## config.mk

```make
export PLATFORM = sky130hd
export DESIGN_NAME = pcm_mm_rr_arbiter
export DESIGN_NICKNAME = d
export VERILOG_FILES = /design/src/rtl/pcm_mm_rr_arbiter.sv
export SDC_FILE = /design/constraint.sdc
export NUM_CORES = 1
export LEC_CHECK = 0
export ABC_AREA = 1
export BUFFER_PORTS_ARGS = -buffer_cell sky130_fd_sc_hd__buf_2
export CAP_MARGIN = 20
export CORE_UTILIZATION = 24
export DETAILED_ROUTE_END_ITERATION = 10
export HOLD_SLACK_MARGIN = 0.02
export SYNTH_ARGS = -nofsm -noshare
export SYNTH_HDL_FRONTEND = slang
export SYNTH_SLANG_ARGS = --single-unit
```

## constraint.sdc

```tcl
create_clock -name clk -period 7.3 [get_ports clk]
set_input_delay 0.365 -clock clk [delete_from_list [all_inputs] [get_ports clk]]
set_output_delay 0.365 -clock clk [all_outputs]
set_load 0.02 [all_outputs]
```

## src/rtl/pcm_mm_rr_arbiter.sv

```systemverilog
// pcm_mm_rr_arbiter: round-robin arbiter of NUM_CPU word channels onto one Avalon-MM PCM port
module pcm_mm_rr_arbiter #(
  parameter int NUM_CPU  = 4,
  parameter int ADDR_W   = 20,
  parameter int DATA_W   = 16,
  parameter int READ_LAT = 1
) (
  input  logic                       clk,
  input  logic                       reset,
  input  logic                       init,
  input  logic [NUM_CPU-1:0]         cpu_req,
  input  logic [NUM_CPU-1:0]         cpu_write,
  input  logic [NUM_CPU-1:0]         cpu_halt,
  input  logic [NUM_CPU*ADDR_W-1:0]  cpu_addr,
  input  logic [NUM_CPU*DATA_W-1:0]  cpu_data_in,
  output logic [NUM_CPU-1:0]         cpu_ready,
  output logic [NUM_CPU*DATA_W-1:0]  cpu_data_out,
  output logic [ADDR_W-1:0]          pcm_mem_mm_address,
  output logic                       pcm_mem_mm_chipselect,
  output logic                       pcm_mem_mm_clken,
  output logic                       pcm_mem_mm_write,
  output logic [DATA_W-1:0]          pcm_mem_mm_writedata,
  output logic [DATA_W/8-1:0]        pcm_mem_mm_byteenable,
  input  logic [DATA_W-1:0]          pcm_mem_mm_readdata,
  output logic                       busy,
  output logic [$clog2(NUM_CPU)-1:0] grant_idx
);
  localparam int IW = $clog2(NUM_CPU);
  localparam int CW = $clog2(READ_LAT + 1);
  localparam logic [IW:0] NC = (IW+1)'(NUM_CPU);
  localparam logic [IW-1:0] LAST = IW'(NUM_CPU - 1);
  typedef enum logic [1:0] {IDLE, ISSUE, WAIT, RESP} state_t;
  state_t state_q, state_d;
  logic clr;
  logic [NUM_CPU-1:0] elig;
  logic [IW-1:0] rr_q, grant_q, pick;
  logic [IW:0] idx;
  logic [ADDR_W-1:0] addr_q;
  logic [DATA_W-1:0] data_q;
  logic wr_q;
  logic [CW-1:0] cnt_q;
  logic [NUM_CPU*DATA_W-1:0] rdata_q;
  assign clr = reset | init;
  assign elig = cpu_req & ~cpu_halt;
  assign grant_idx = grant_q;
  assign cpu_data_out = rdata_q;
  // State register; reset and init both drop any in-flight access
  always_ff @(posedge clk)
    state_q <= clr ? IDLE : state_d;
  // Next state: writes skip WAIT, reads spend READ_LAT cycles there
  always_comb
    state_d = state_q == IDLE  ? (|elig ? ISSUE : IDLE) :
              state_q == ISSUE ? (wr_q ? RESP : WAIT) :
              state_q == WAIT  ? (cnt_q == CW'(1) ? RESP : WAIT) : IDLE;
  // First eligible channel at or above rr_q; the downward scan lets the nearest one win
  always_comb begin
    pick = '0;
    idx = '0;
    for (int i = NUM_CPU - 1; i >= 0; i--) begin
      idx = {1'b0, rr_q} + (IW+1)'(i);
      idx = idx >= NC ? idx - NC : idx;
      if (elig[idx[IW-1:0]]) pick = idx[IW-1:0];
    end
  end
  // Request latch, read-latency counter, read data capture and pointer advance
  always_ff @(posedge clk)
    if (clr) begin
      rr_q <= '0;
      grant_q <= '0;
      addr_q <= '0;
      data_q <= '0;
      wr_q <= 1'b0;
      cnt_q <= '0;
      rdata_q <= '0;
    end else begin
      if (state_q == IDLE && |elig) begin
        grant_q <= pick;
        addr_q <= cpu_addr[pick*ADDR_W +: ADDR_W];
        data_q <= cpu_data_in[pick*DATA_W +: DATA_W];
        wr_q <= cpu_write[pick];
      end
      if (state_q == ISSUE) cnt_q <= CW'(READ_LAT);
      if (state_q == WAIT) cnt_q <= cnt_q - 1'b1;
      if (state_q == WAIT && cnt_q == CW'(1)) rdata_q[grant_q*DATA_W +: DATA_W] <= pcm_mem_mm_readdata;
      if (state_q == RESP) rr_q <= grant_q == LAST ? '0 : grant_q + 1'b1;
    end
  // Bus strobes and completion pulse decoded from the state
  always_comb begin
    pcm_mem_mm_chipselect = state_q == ISSUE;
    pcm_mem_mm_clken = state_q == ISSUE || state_q == WAIT;
    pcm_mem_mm_write = state_q == ISSUE && wr_q;
    pcm_mem_mm_address = state_q == ISSUE ? addr_q : '0;
    pcm_mem_mm_writedata = state_q == ISSUE ? data_q : '0;
    pcm_mem_mm_byteenable = {(DATA_W/8){state_q == ISSUE}};
    cpu_ready = state_q == RESP ? NUM_CPU'(1) << grant_q : '0;
    busy = state_q != IDLE;
  end
endmodule

```

# Word level (Yosys, flattened, before mapping)
# Cells that the tools add are included.
# word_totals
register_bits	108
in_bits	175
out_inout_bits	112
wordCells	79
# classes
n_addsub	10
mul	1
n_lt_le_gt_ge	9
n_eq_ne	4
n_shift	5
mux	31
n_bitwise	3
n_reduce_logical	8
# op_table
op	count
80-bit by 8-bit indexed part select with 20-bit output	1
64-bit bitwise mux	1
16-bit by 34-bit variable shift with 64-bit output, first input constant	1
16-bit by 34-bit indexed part select with 64-bit output	1
64-bit by 7-bit indexed part select with 16-bit output	1
6-bit negator with 34-bit output	1
2-bit two-way mux	12
20-bit two-way mux	1
16-bit two-way mux	1
2-bit by 3-bit < comparator with 1-bit output, second input constant	5
1-bit binary-select mux with 2-bit select	5
1-bit two-way mux	10
3-bit greater-or-equal comparator, second input constant	3
2-bit by 1-bit subtractor with 2-bit output, second input constant	4
2-bit by 2-bit adder with 3-bit output, second input constant	2
2-bit == test, second input constant	3
2-bit by 3-bit multiplier with 5-bit output, second input constant	1
4-bit bitwise AND	1
4-bit two-way mux	1
4-bit NOT	1
2-bit nonzero test	2
4-bit OR reduction	1
1-bit by 2-bit << shifter with 4-bit output, first input constant	1
2-bit by 1-bit adder with 3-bit output, second input constant	1
other kinds (8)	10

# Logic depth before layout (Yosys ltp)
# Gate-level depths: netlist of the first run.
# logic_depth
depth_word	11
ltp_mapped	17
ltp_nobuf	14

# Worst setup path before layout of the first run
# OpenSTA, ideal clock, no wires.
# synth_path
path_type	reg-to-reg
startpoint	register grant_q[0] (netlist: grant_idx[0])
endpoint	register rdata_q[3] (netlist: cpu_data_out[3])
setup_ns	0.065
arrival_time_ns	2.340
required_ns	7.235
setup_slack_ns	4.895
stages_incl_launch_ff	11
n_path_buf	3
synth_period_minus_slack_ns	2.405
cell_sequence	dfxtp_1 > inv_1 > clkbuf_1 > clkbuf_1 > ha_1 > inv_1 > nand2_1 > nor2_1 > clkbuf_1 > a21oi_1 > nor2_1
# synth_between
elab_chain_cells	3
elab_cells_between_ends	4
cone_classes	1 x add/sub; 2 x shift; 1 x mux
# synth_lines
item	line	source
start: declaration	36	logic [IW-1:0] rr_q, grant_q, pick;
start signal: assignment	77	grant_q <= pick;
6-bit negator with 34-bit output (*)	84	if (state_q == WAIT && cnt_q == CW'(1)) rdata_q[grant_q*DATA_W +: DATA_W] <= pcm_mem_mm_readdata;
16-bit by 34-bit indexed part select with 64-bit output / 16-bit by 34-bit variable shift with 64-bit output (equally long branches)	84	
64-bit bitwise mux (*)	84	
end signal: indexed assignment	84	
end: declaration	42	logic [NUM_CPU*DATA_W-1:0] rdata_q;
# Mark *: on every way between the ends. The rest lies on a longest branch, timed or not.
# A chain may end at the register's enable or synchronous reset.

# Final worst setup path of the first run
# layout_path
startpoint	register rr_q[0]
endpoint	register addr_q[17]
# layout_between
elab_chain_cells	11
elab_cells_between_ends	29
cone_classes	7 x add/sub; 1 x mul; 4 x order compare; 1 x shift; 16 x mux
# layout_lines
item	line	source
start: declaration	36	
start signal: assignment	85	if (state_q == RESP) rr_q <= grant_q == LAST ? '0 : grant_q + 1'b1;
2-bit by 2-bit adder with 3-bit output	60	idx = {1'b0, rr_q} + (IW+1)'(i);
3-bit greater-or-equal comparator / 2-bit by 1-bit subtractor with 2-bit output (equally long branches)	61	idx = idx >= NC ? idx - NC : idx;
2-bit two-way mux	61	
1-bit binary-select mux with 2-bit select	62	if (elig[idx[IW-1:0]]) pick = idx[IW-1:0];
1-bit two-way mux (not written as such)	62	
2-bit two-way mux (3 in a row)	62	
2-bit two-way mux (*)	62	
2-bit by 3-bit multiplier with 5-bit output (*)	78	addr_q <= cpu_addr[pick*ADDR_W +: ADDR_W];
80-bit by 8-bit indexed part select with 20-bit output (*)	78	
end signal: assignment	78	
end: declaration	38	logic [ADDR_W-1:0] addr_q;
# Mark *: on every way between the ends. The rest lies on a longest branch, timed or not. The select of a mux whose other input is x is not followed.

==> flow_summary.json, run 1 <==
{
  "outcome": "finished, final reports clean",
  "ctsHoldBuffers": 0,
  "netlist_instances": 1109,
  "clk_latency_ns": 0.35,
  "final_common_cell": "buf_2",
  "layout_common_cells": "buf_2, nand2_1, inv_1",
  "fmax_ghz": 0.332,
  "synthesis.nets": 1296,
  "grt-ovfl-total": 0,
  "area_delta_synth_final_pct": 28.6,
  "start_util_pct": 24.6,
  "grt_max_degree": 73,
  "io_buffers": 286,
  "tns_ns": 0,
  "drv_cap": 0,
  "ant_nets": 0,
  "clockRootBuffer": "clkbuf_16",
  "crit-reg2reg-launch": "rr_q[0]",
  "worstMarginPinSlew_ns": 1.05,
  "hold_class": "input pin to flop",
  "diodes": 0,
  "wirelength_mm": 22.2,
  "htreeDepth": 3,
  "grt_pass1_vias": 6718,
  "post_drt_via_cell_ratio": 4.43,
  "chipHeight_um": 168,
  "path_cells": "nand3_1, nand2_1, nand2_1, nand2_1, nand2_1, nand2_1, nand2_2, buf_4, nand2_2, buf_4, nand2_1, nand3_1, nand3_1, nand2_1, inv_1",
  "rsz0062_at_grt": "no",
  "crit_type": "flop to flop",
  "io_pins": 287,
  "cpPeakStageDelay_ns": 0.58,
  "p_int_mw": 1.02,
  "drive_above_1_share_pct": 24.0,
  "vias": 7493,
  "cts.clk_slew.worst_paths_ns": 0.08,
  "place_congestion": 0.837,
  "grt_first_pass_wirelength_mm": 34.6,
  "antenna_found_initial": 1,
  "pwr-share-comb_pct": 20.1,
  "cts_tree": "done",
  "leakagePower_nw": 5.03,
  "startpoint_type": "flop",
  "first_iter_violations": 399,
  "nets": 1535,
  "finClkSkew_ns": 0.0109,
  "cp-startpoint": "rr_q[0]",
  "ctsResizeCount": 0,
  "wl_per_cell_um": 13.1,
  "floorplan.die.width_um": 168,
  "netlist_area_um2": 6650,
  "path_max_fanout": 60,
  "switching_share_pct": 29.5,
  "ys_ff_latch": 108,
  "crit_slowest_cell": "buf_4",
  "final-setup-viol-count": 0,
  "hpwl_mm": 16.2,
  "p_sw_mw": 0.425,
  "ys_seq_area_share_pct": 32.5,
  "vdd_ir_drop_max_v": 0.0000987,
  "holdWs_ns": 0.283,
  "seqPwrFrac_pct": 42.6,
  "core-area_um2": 27000,
  "hp-start": "pcm_mem_mm_readdata[9]",
  "fin_crit_sh_pct": 41.2,
  "hold_viol": 0,
  "fin_crit_ns": 3.01,
  "die-area_um2": 28400,
  "arrival_ns": 3.26,
  "yosysWarnings": 0,
  "cp-end-kind": "flop",
  "critical_path_required_ns": 7.55,
  "clkPwrFrac_pct": 37.4,
  "cts_setup_buffers": 0,
  "synth.avg_cell_area_um2": 5.99,
  "cts_buffers": 9,
  "placed_area_um2": 8220,
  "rows": 60,
  "drc_errors": 0,
  "maxSlewViolCount": 0,
  "critPathTopFamily": "simple AND/OR/NAND/NOR gates",
  "cts.sink_count": 108,
  "design_area_um2": 8540,
  "cpMostUsedCell": "nand2_1",
  "power_density_nw_per_um2": 169,
  "ys_types": 22,
  "cts_buffer_depth": 2,
  "drtPass1Iterations": 8,
  "worst-path-buf-inv": 3,
  "globalRouteTotalUtil_pct": 15.3,
  "relSlewSlack_pct": 29.8
}
layer usage:
layer | vias up | global-route usage, % | routed length, µm
met1 | 3325 | 19.9 | 10300
met4 | 2 | 4.55 | 359
met5 | - | 0 | 12
li1 | 3858 | - | -
met3 | 24 | 2.96 | 1410
met2 | 284 | 25.4 | 10100
synth_stat cells:
cell type  number  share of area (%)
nor2_1        112                6.3
dfxtp_1       108                 33
ha_1           12                2.3
clkinv_1        1              0.056
o21ai_1         1              0.075
inv_2           7               0.40
nand3_2         1               0.15
nand3_1       163                 12
nand3b_1       37                4.2
buf_2          21                1.6
nand2_1       284                 16
o211a_1         1               0.15
clkbuf_1       31                1.8
a21oi_1        71                5.3
or3_1          16                1.5
buf_4           5               0.56
buf_6           7                1.2
buf_1           5               0.28
nand2_2         3               0.28
o31ai_2         1               0.19
inv_1         204                 12
o21ai_0        18                1.4
tightest hold or removal path: stages:
cell	delay (ns)
buf_2	0.10
a21oi_1	0.06
nor2_1	0.08
registers in the layout, indices dropped and copies added (netlist names):
signal and flops:
grant_idx 2, addr_q 20, cnt_q 1, data_q 16, cpu_data_out 64, state_q 2
rr_q 2, wr_q 1
per-stage QoR:
stage | setup WS (ns) | std cells | power [mW] | util [%]
global placement | 4.31 | 1676 | 0.917 | 30.4
floorplan | 4.89 | 1109 | 0.823 | -
detailed placement | 4.26 | 1676 | 0.917 | 30.4
global route | 3.96 | 1693 | 1.52 | 31.6
finish | 4.29 | 1693 | 1.44 | 31.6
CTS | 4.25 | 1691 | 1.46 | 31.6
layout make-up:
cell class                 count  area, µm²
inverter                     212        796
tap                          341        427
sequential                   108       2160
clock inverter                 5       82.6
timing repair buffer         297       1510
fill                        3035      18500
clock buffer                  10        229
multi-input combinational    720       3330
kinds of logic after synthesis:
family | count (synthesis) | share of synthesized area, %
buffers and inverters | 281 | 17.3
flip-flops | 108 | 32.5
AND/OR/NAND/NOR | 616 | 40.8
adder cells (fa/ha/maj) | 12 | 2.26
AO/OA/AOI/OAI | 92 | 7.12
power by group through the flow:
stage | Sequential [mW] | Clock (mW) | Combinational, mW
floorplan | 0.626 | 0 | 0.197
global placement | 0.627 | 0 | 0.290
detailed placement | 0.628 | 0 | 0.290
CTS | 0.614 | 0.559 | 0.291
global route | 0.616 | 0.579 | 0.329
finish | 0.614 | 0.538 | 0.289
path summary, 6_finish.rpt:
| kind | end | slack [ns] | cells past startpoint |
|---|---|---|---|
| worst max-delay path | addr_q[17] | 4.29 | 15 |
| worst min-delay path | cpu_data_out[9] | 0.28 | 3 |
| worst max register to register | addr_q[17] | 4.29 | 15 |
| worst min register to register | cpu_data_out[61] | 0.46 | 2 |
Note: power is estimated with default switching activity, not from simulation.
==> run 2, diff against run 1 <==
Settings changed: ABC_AREA 1 to 0.
Clock period 7.3 ns to 2.9 ns, I/O delays scaled along.
==> flow_summary.json, run 2 <==
{
  "outcome": "finished, final reports clean",
  "ys_seq_area_share_pct": 34.4,
  "synth_edf_count": 0,
  "final_common_cell": "buf_2",
  "cts_tree": "done",
  "maxSlewViolCount": 0,
  "tns_ns": 0,
  "rows": 58,
  "cts_buffers": 9,
  "clockRootBuffer": "clkbuf_16",
  "crit_type": "flop to flop",
  "power_density_nw_per_um2": 441,
  "cts.clk_slew.worst_paths_ns": 0.09,
  "drc_errors": 0,
  "synth_largest_area_cell": "dfxtp_1",
  "nets": 1094,
  "arrival_ns": 2.68,
  "n_fill_cell": 2670,
  "synth_commonest_cells": "dfxtp_1, nor2_1, a22oi_1",
  "leakagePower_nw": 3.53,
  "floorplan.die.width_um": 164,
  "relSlewSlack_pct": 44.3,
  "chipHeight_um": 164,
  "grt_first_pass_wirelength_mm": 34.4,
  "cts.sink_count": 108,
  "grt-ovfl-total": 0,
  "critical_path_required_ns": 3.11,
  "hold_class": "input pin to flop",
  "yosysWarnings": 0,
  "io_buffers": 286,
  "largest_reg_flops": 64,
  "antenna_found_initial": 1,
  "grt_pass1_vias": 6102,
  "cts_buffer_depth": 2,
  "layout_common_cells": "buf_2, dfxtp_1, nor2_1",
  "fmax_ghz": 0.406,
  "vdd_ir_drop_max_v": 0.000248,
  "finClkSkew_ns": 0.0115,
  "start_util_pct": 24.7,
  "ys_ff_latch": 108,
  "wl_per_cell_um": 18.4,
  "ctsHoldBuffers": 0,
  "post_drt_via_cell_ratio": 5.03,
  "yosys.area.top_type_share_pct": 34.4,
  "placed_area_um2": 8140,
  "core-area_um2": 25500,
  "worstMarginPinSlew_ns": 0.835,
  "startpoint_type": "flop",
  "final-setup-viol-count": 0,
  "place_congestion": 0.774,
  "clk_latency_ns": 0.35,
  "synth.avg_cell_area_um2": 9.75,
  "ys_types": 43,
  "cts_setup_buffers": 0,
  "fin_crit_sh_pct": 85.0,
  "synthesis.nets": 832,
  "cp-end-kind": "flop",
  "ant_nets": 0,
  "yosys_most_used_dff": "dfxtp_1",
  "drv_cap": 0,
  "synthTopCellsByArea": "dfxtp_1, a211oi_2, a22oi_1",
  "drive_above_1_share_pct": 48.9,
  "r2r_cells": 7,
  "design_area_um2": 8490,
  "area_delta_synth_final_pct": 35.0,
  "grt_max_degree": 57,
  "netlist_area_um2": 6290,
  "path_max_fanout": 24,
  "pre_cts_ws_ns": 0.472,
  "hold_viol": 0,
  "synthArstFlopShare_pct": 0,
  "ctsResizeCount": 0,
  "first_iter_violations": 379,
  "whs_path_depth": 3,
  "io_pins": 287,
  "globalRouteTotalUtil_pct": 16.6,
  "synth.most_common_cell": "dfxtp_1",
  "htreeDepth": 3,
  "dp.cells": 1225,
  "vias": 6251,
  "fin_ws_ns": 0.434,
  "fin_crit_ns": 2.47,
  "rsz0062_at_grt": "no",
  "power_mw": 3.74,
  "layout.cells.non_filler": 1243,
  "hpwl_mm": 16.4,
  "drtPass1Iterations": 5,
  "die-area_um2": 26900,
  "netlist_instances": 645,
  "wirelength_mm": 22.9
}
[run 2: cell types whose count changed after synthesis, sizes merged, moves of 38 or more]
cell	change
nand3	-162
a21oi	-66
nor3b	+38
nand2	-280
a22oi	+64
and2	+42
a211oi	+75
mux2i	+40
inv	-202
nor2	-38
[run 2: stage by stage]
| step | hold slack [ns] | utilization [%] |
|---|---|---|
| finish | 0.0742 | 33.3 |
| floorplan | 0.293 | - |
| global route | 0.0690 | 33.3 |
| global placement | 0.436 | 31.9 |
| CTS | 0.0603 | 33.2 |
| detailed placement | 0.445 | 32.0 |
[run 2: cell families (layout without fill, tap and decap cells)]
family          Yosys count  count (layout)  share of synthesized area [%]
compound gates          192             192                           28.4
simple gates            184             184                           16.3
flops                   108             108                           34.4
mux                      77              77                           13.0
buf+inv                  72             339                           5.57
fa+ha+maj                12              12                           2.39
other cells               0               1                              0
[run 2: final timing paths]
path | from | to | slack [ns]
worst max-delay path | rr_q[0] | data_q[9] | 0.43
worst min-delay path | pcm_mem_mm_readdata[14] | cpu_data_out[14] | 0.07
worst max register to register | rr_q[0] | data_q[9] | 0.43
worst min register to register | addr_q[19] | addr_q[19] | 0.46
[run 2: routing by layer]
layer | GRT usage, % | share of wire [%] | vias to the layer above | wire length [µm]
met4 | 5.13 | 1.8 | 0 | 405
met1 | 19.8 | 41 | 2928 | 9450
met3 | 4.32 | 8.5 | 31 | 1940
met5 | 0 | 0 | - | 0
li1 | - | - | 2957 | -
met2 | 28.8 | 48 | 335 | 11100
[run 2: area by class of cell]
class | count | area [µm²] | area share [%]
diodes | 1 | 2.50 | 0.0295
well taps | 330 | 413 | 4.86
clock buffers | 9 | 225 | 2.65
inverters | 9 | 33.8 | 0.398
multi-input cells | 465 | 3820 | 45.0
repair buffers | 314 | 1730 | 20.4
clock inverters | 7 | 103 | 1.21
flip-flops and latches | 108 | 2160 | 25.5
[run 2: power breakdown]
group	total, mW	leakage [nW]	internal [mW]	switching [mW]
clock network	1.39	0.160	0.705	0.687
logic	0.805	2.49	0.353	0.452
registers	1.54	0.875	1.52	0.0209
total	3.74	3.53	2.58	1.16
[run 2: worst max-delay path: stages, from the launching register on]
cell and delay (ns):
dfxtp_1 0.41, nor3b_2 0.24, o21ai_0 0.10, o21a_1 0.23, or3_2 0.80, buf_4 0.30
a211oi_2 0.17, a211oi_2 0.05
==> run 3, diff against run 2 <==
Settings changed: CELL_PAD_IN_SITES_DETAIL_PLACEMENT set to 0, CELL_PAD_IN_SITES_GLOBAL_PLACEMENT set to 2, PLACE_DENSITY_LB_ADDON set to 0.1.
==> flow_summary.json, run 3 (synthesized netlist as in run 2, its figures left out) <==
{
  "wirelength_mm": 24.3,
  "pwr-share-comb_pct": 21.5,
  "chipHeight_um": 164,
  "grt-ovfl-total": 0,
  "r2r_cells": 7,
  "pre_cts_ws_ns": 0.371,
  "relSlewSlack_pct": 33.2,
  "design_area_um2": 8410,
  "final_common_cell": "buf_2",
  "maxSlewViolCount": 0,
  "largest_reg_flops": 64,
  "floorplan.die.width_um": 164,
  "seqPwrFrac_pct": 42.1,
  "ctsResizeCount": 0,
  "vdd_ir_drop_max_v": 0.000358,
  "core-area_um2": 25500,
  "switching_share_pct": 32.3,
  "cp-end-kind": "flop",
  "worstMarginPinSlew_ns": 1.00,
  "start_util_pct": 24.7,
  "cts.clk_slew.worst_paths_ns": 0.09,
  "drive_above_1_share_pct": 48.7,
  "clockRootBuffer": "clkbuf_16",
  "layout_common_cells": "buf_2, dfxtp_1, nor2_1",
  "io_buffers": 286,
  "clk_latency_ns": 0.37,
  "p_sw_mw": 1.18,
  "nets": 1090,
  "tns_ns": 0,
  "hpwl_mm": 17.2,
  "htreeDepth": 3,
  "crit_type": "flop to flop",
  "crit-reg2reg-launch": "rr_q[0]",
  "path_max_fanout": 15,
  "placed_area_um2": 8080,
  "finClkSkew_ns": 0.0104,
  "rsz0062_at_grt": "no",
  "critical_path_required_ns": 3.19,
  "place_congestion": 0.802,
  "vias": 6148,
  "dp.cells": 1222,
  "power_density_nw_per_um2": 435,
  "cts_setup_buffers": 0,
  "wl_per_cell_um": 19.6,
  "grt_pass1_vias": 6306,
  "power_mw": 3.66,
  "startpoint_type": "flop",
  "cts_buffers": 9,
  "drv_cap": 0,
  "area_delta_synth_final_pct": 33.7,
  "hold_viol": 0,
  "final-setup-viol-count": 0,
  "rows": 58,
  "antenna_found_initial": 5,
  "layout.cells.non_filler": 1242,
  "cp-endpoint": "data_q[3]",
  "fin_ws_ns": 0.379,
  "rr_endpoint": "data_q[3]",
  "ant_nets": 0,
  "clkPwrFrac_pct": 36.4,
  "cts.sink_count": 108,
  "leakagePower_nw": 3.49,
  "cts_buffer_depth": 2,
  "p_int_mw": 2.48,
  "die-area_um2": 26900,
  "cts_tree": "done",
  "drc_errors": 0,
  "ctsHoldBuffers": 0,
  "grt_first_pass_wirelength_mm": 36.3,
  "grt_max_degree": 49,
  "ff2ff_setup_slack_ns": 0.38,
  "first_iter_violations": 256,
  "post_drt_via_cell_ratio": 4.95,
  "fin_crit_sh_pct": 86.9,
  "outcome": "finished, final reports clean",
  "io_pins": 287,
  "globalRouteTotalUtil_pct": 17.8,
  "fmax_ghz": 0.397,
  "hold_class": "input pin to flop",
  "cp-startpoint": "rr_q[0]",
  "drtPass1Iterations": 4,
  "arrival_ns": 2.81,
  "fin_crit_ns": 2.52
}
[run 3: cell types whose count changed in the layout (fill, tap and decap cells not counted), sizes merged]
cell / change
buf: -4
bufinv: -1
clkinv: +1
diode: +3
[run 3: cell type report]
type / count / area (µm²)
Fill cell: 2663 / 17100
Timing Repair Buffer: 310 / 1640
Tap cell: 330 / 413
Clock buffer: 9 / 225
Clock inverter: 7 / 88.8
Sequential cell: 108 / 2160
Inverter: 9 / 33.8
Antenna cell: 4 / 10.0
Multi-Input combinational cell: 465 / 3840
[run 3: worst min-delay path by stage]
stage | slack (ns) | cells past startpoint | to | start
final | 0.07 | 3 | cpu_data_out[28] | pcm_mem_mm_readdata[12]
after CTS | 0.06 | 3 | cpu_data_out[28] | pcm_mem_mm_readdata[12]
after detailed placement | 0.45 | 3 | cpu_data_out[4] | pcm_mem_mm_readdata[4]
after global routing | 0.07 | 3 | cpu_data_out[31] | pcm_mem_mm_readdata[15]
after global placement | 0.44 | 3 | cpu_data_out[63] | pcm_mem_mm_readdata[15]
after floorplan | 0.29 | 2 | cpu_data_out[0] | pcm_mem_mm_readdata[0]
[run 3: power groups by stage]
stage | logic (mW) | registers (mW) | clock network (mW)
after floorplan | 0.494 | 1.57 | 0
after global placement | 0.783 | 1.58 | 0
after detailed placement | 0.794 | 1.58 | 0
after CTS | 0.796 | 1.54 | 1.40
after global routing | 0.853 | 1.55 | 1.44
final | 0.785 | 1.54 | 1.33
[run 3: through the flow]
step           utilization (%)  hold WS, ns
2_1_floorplan                -        0.293
6_report                  33.0       0.0694
3_3_place_gp              31.7        0.436
4_1_cts                   33.0       0.0559
3_5_place_dp              31.7        0.447
5_1_grt                   33.0       0.0688
[run 3: critical path, cell delays in order, from the launching register on]
cell      delay (ns)
dfxtp_1         0.53
inv_1           0.16
or4_4           0.58
a21oi_4         0.16
or2_2           0.35
buf_4           0.35
a211oi_1        0.12
a211oi_1        0.19
[run 3: routing by layer]
layer,wire length [µm],global-route usage (%),vias to the layer above
met5,0,0,-
met3,1770,5.08,15
met1,10400,21.6,2977
li1,-,-,2950
met4,255,4.12,0
met2,11900,30.7,206
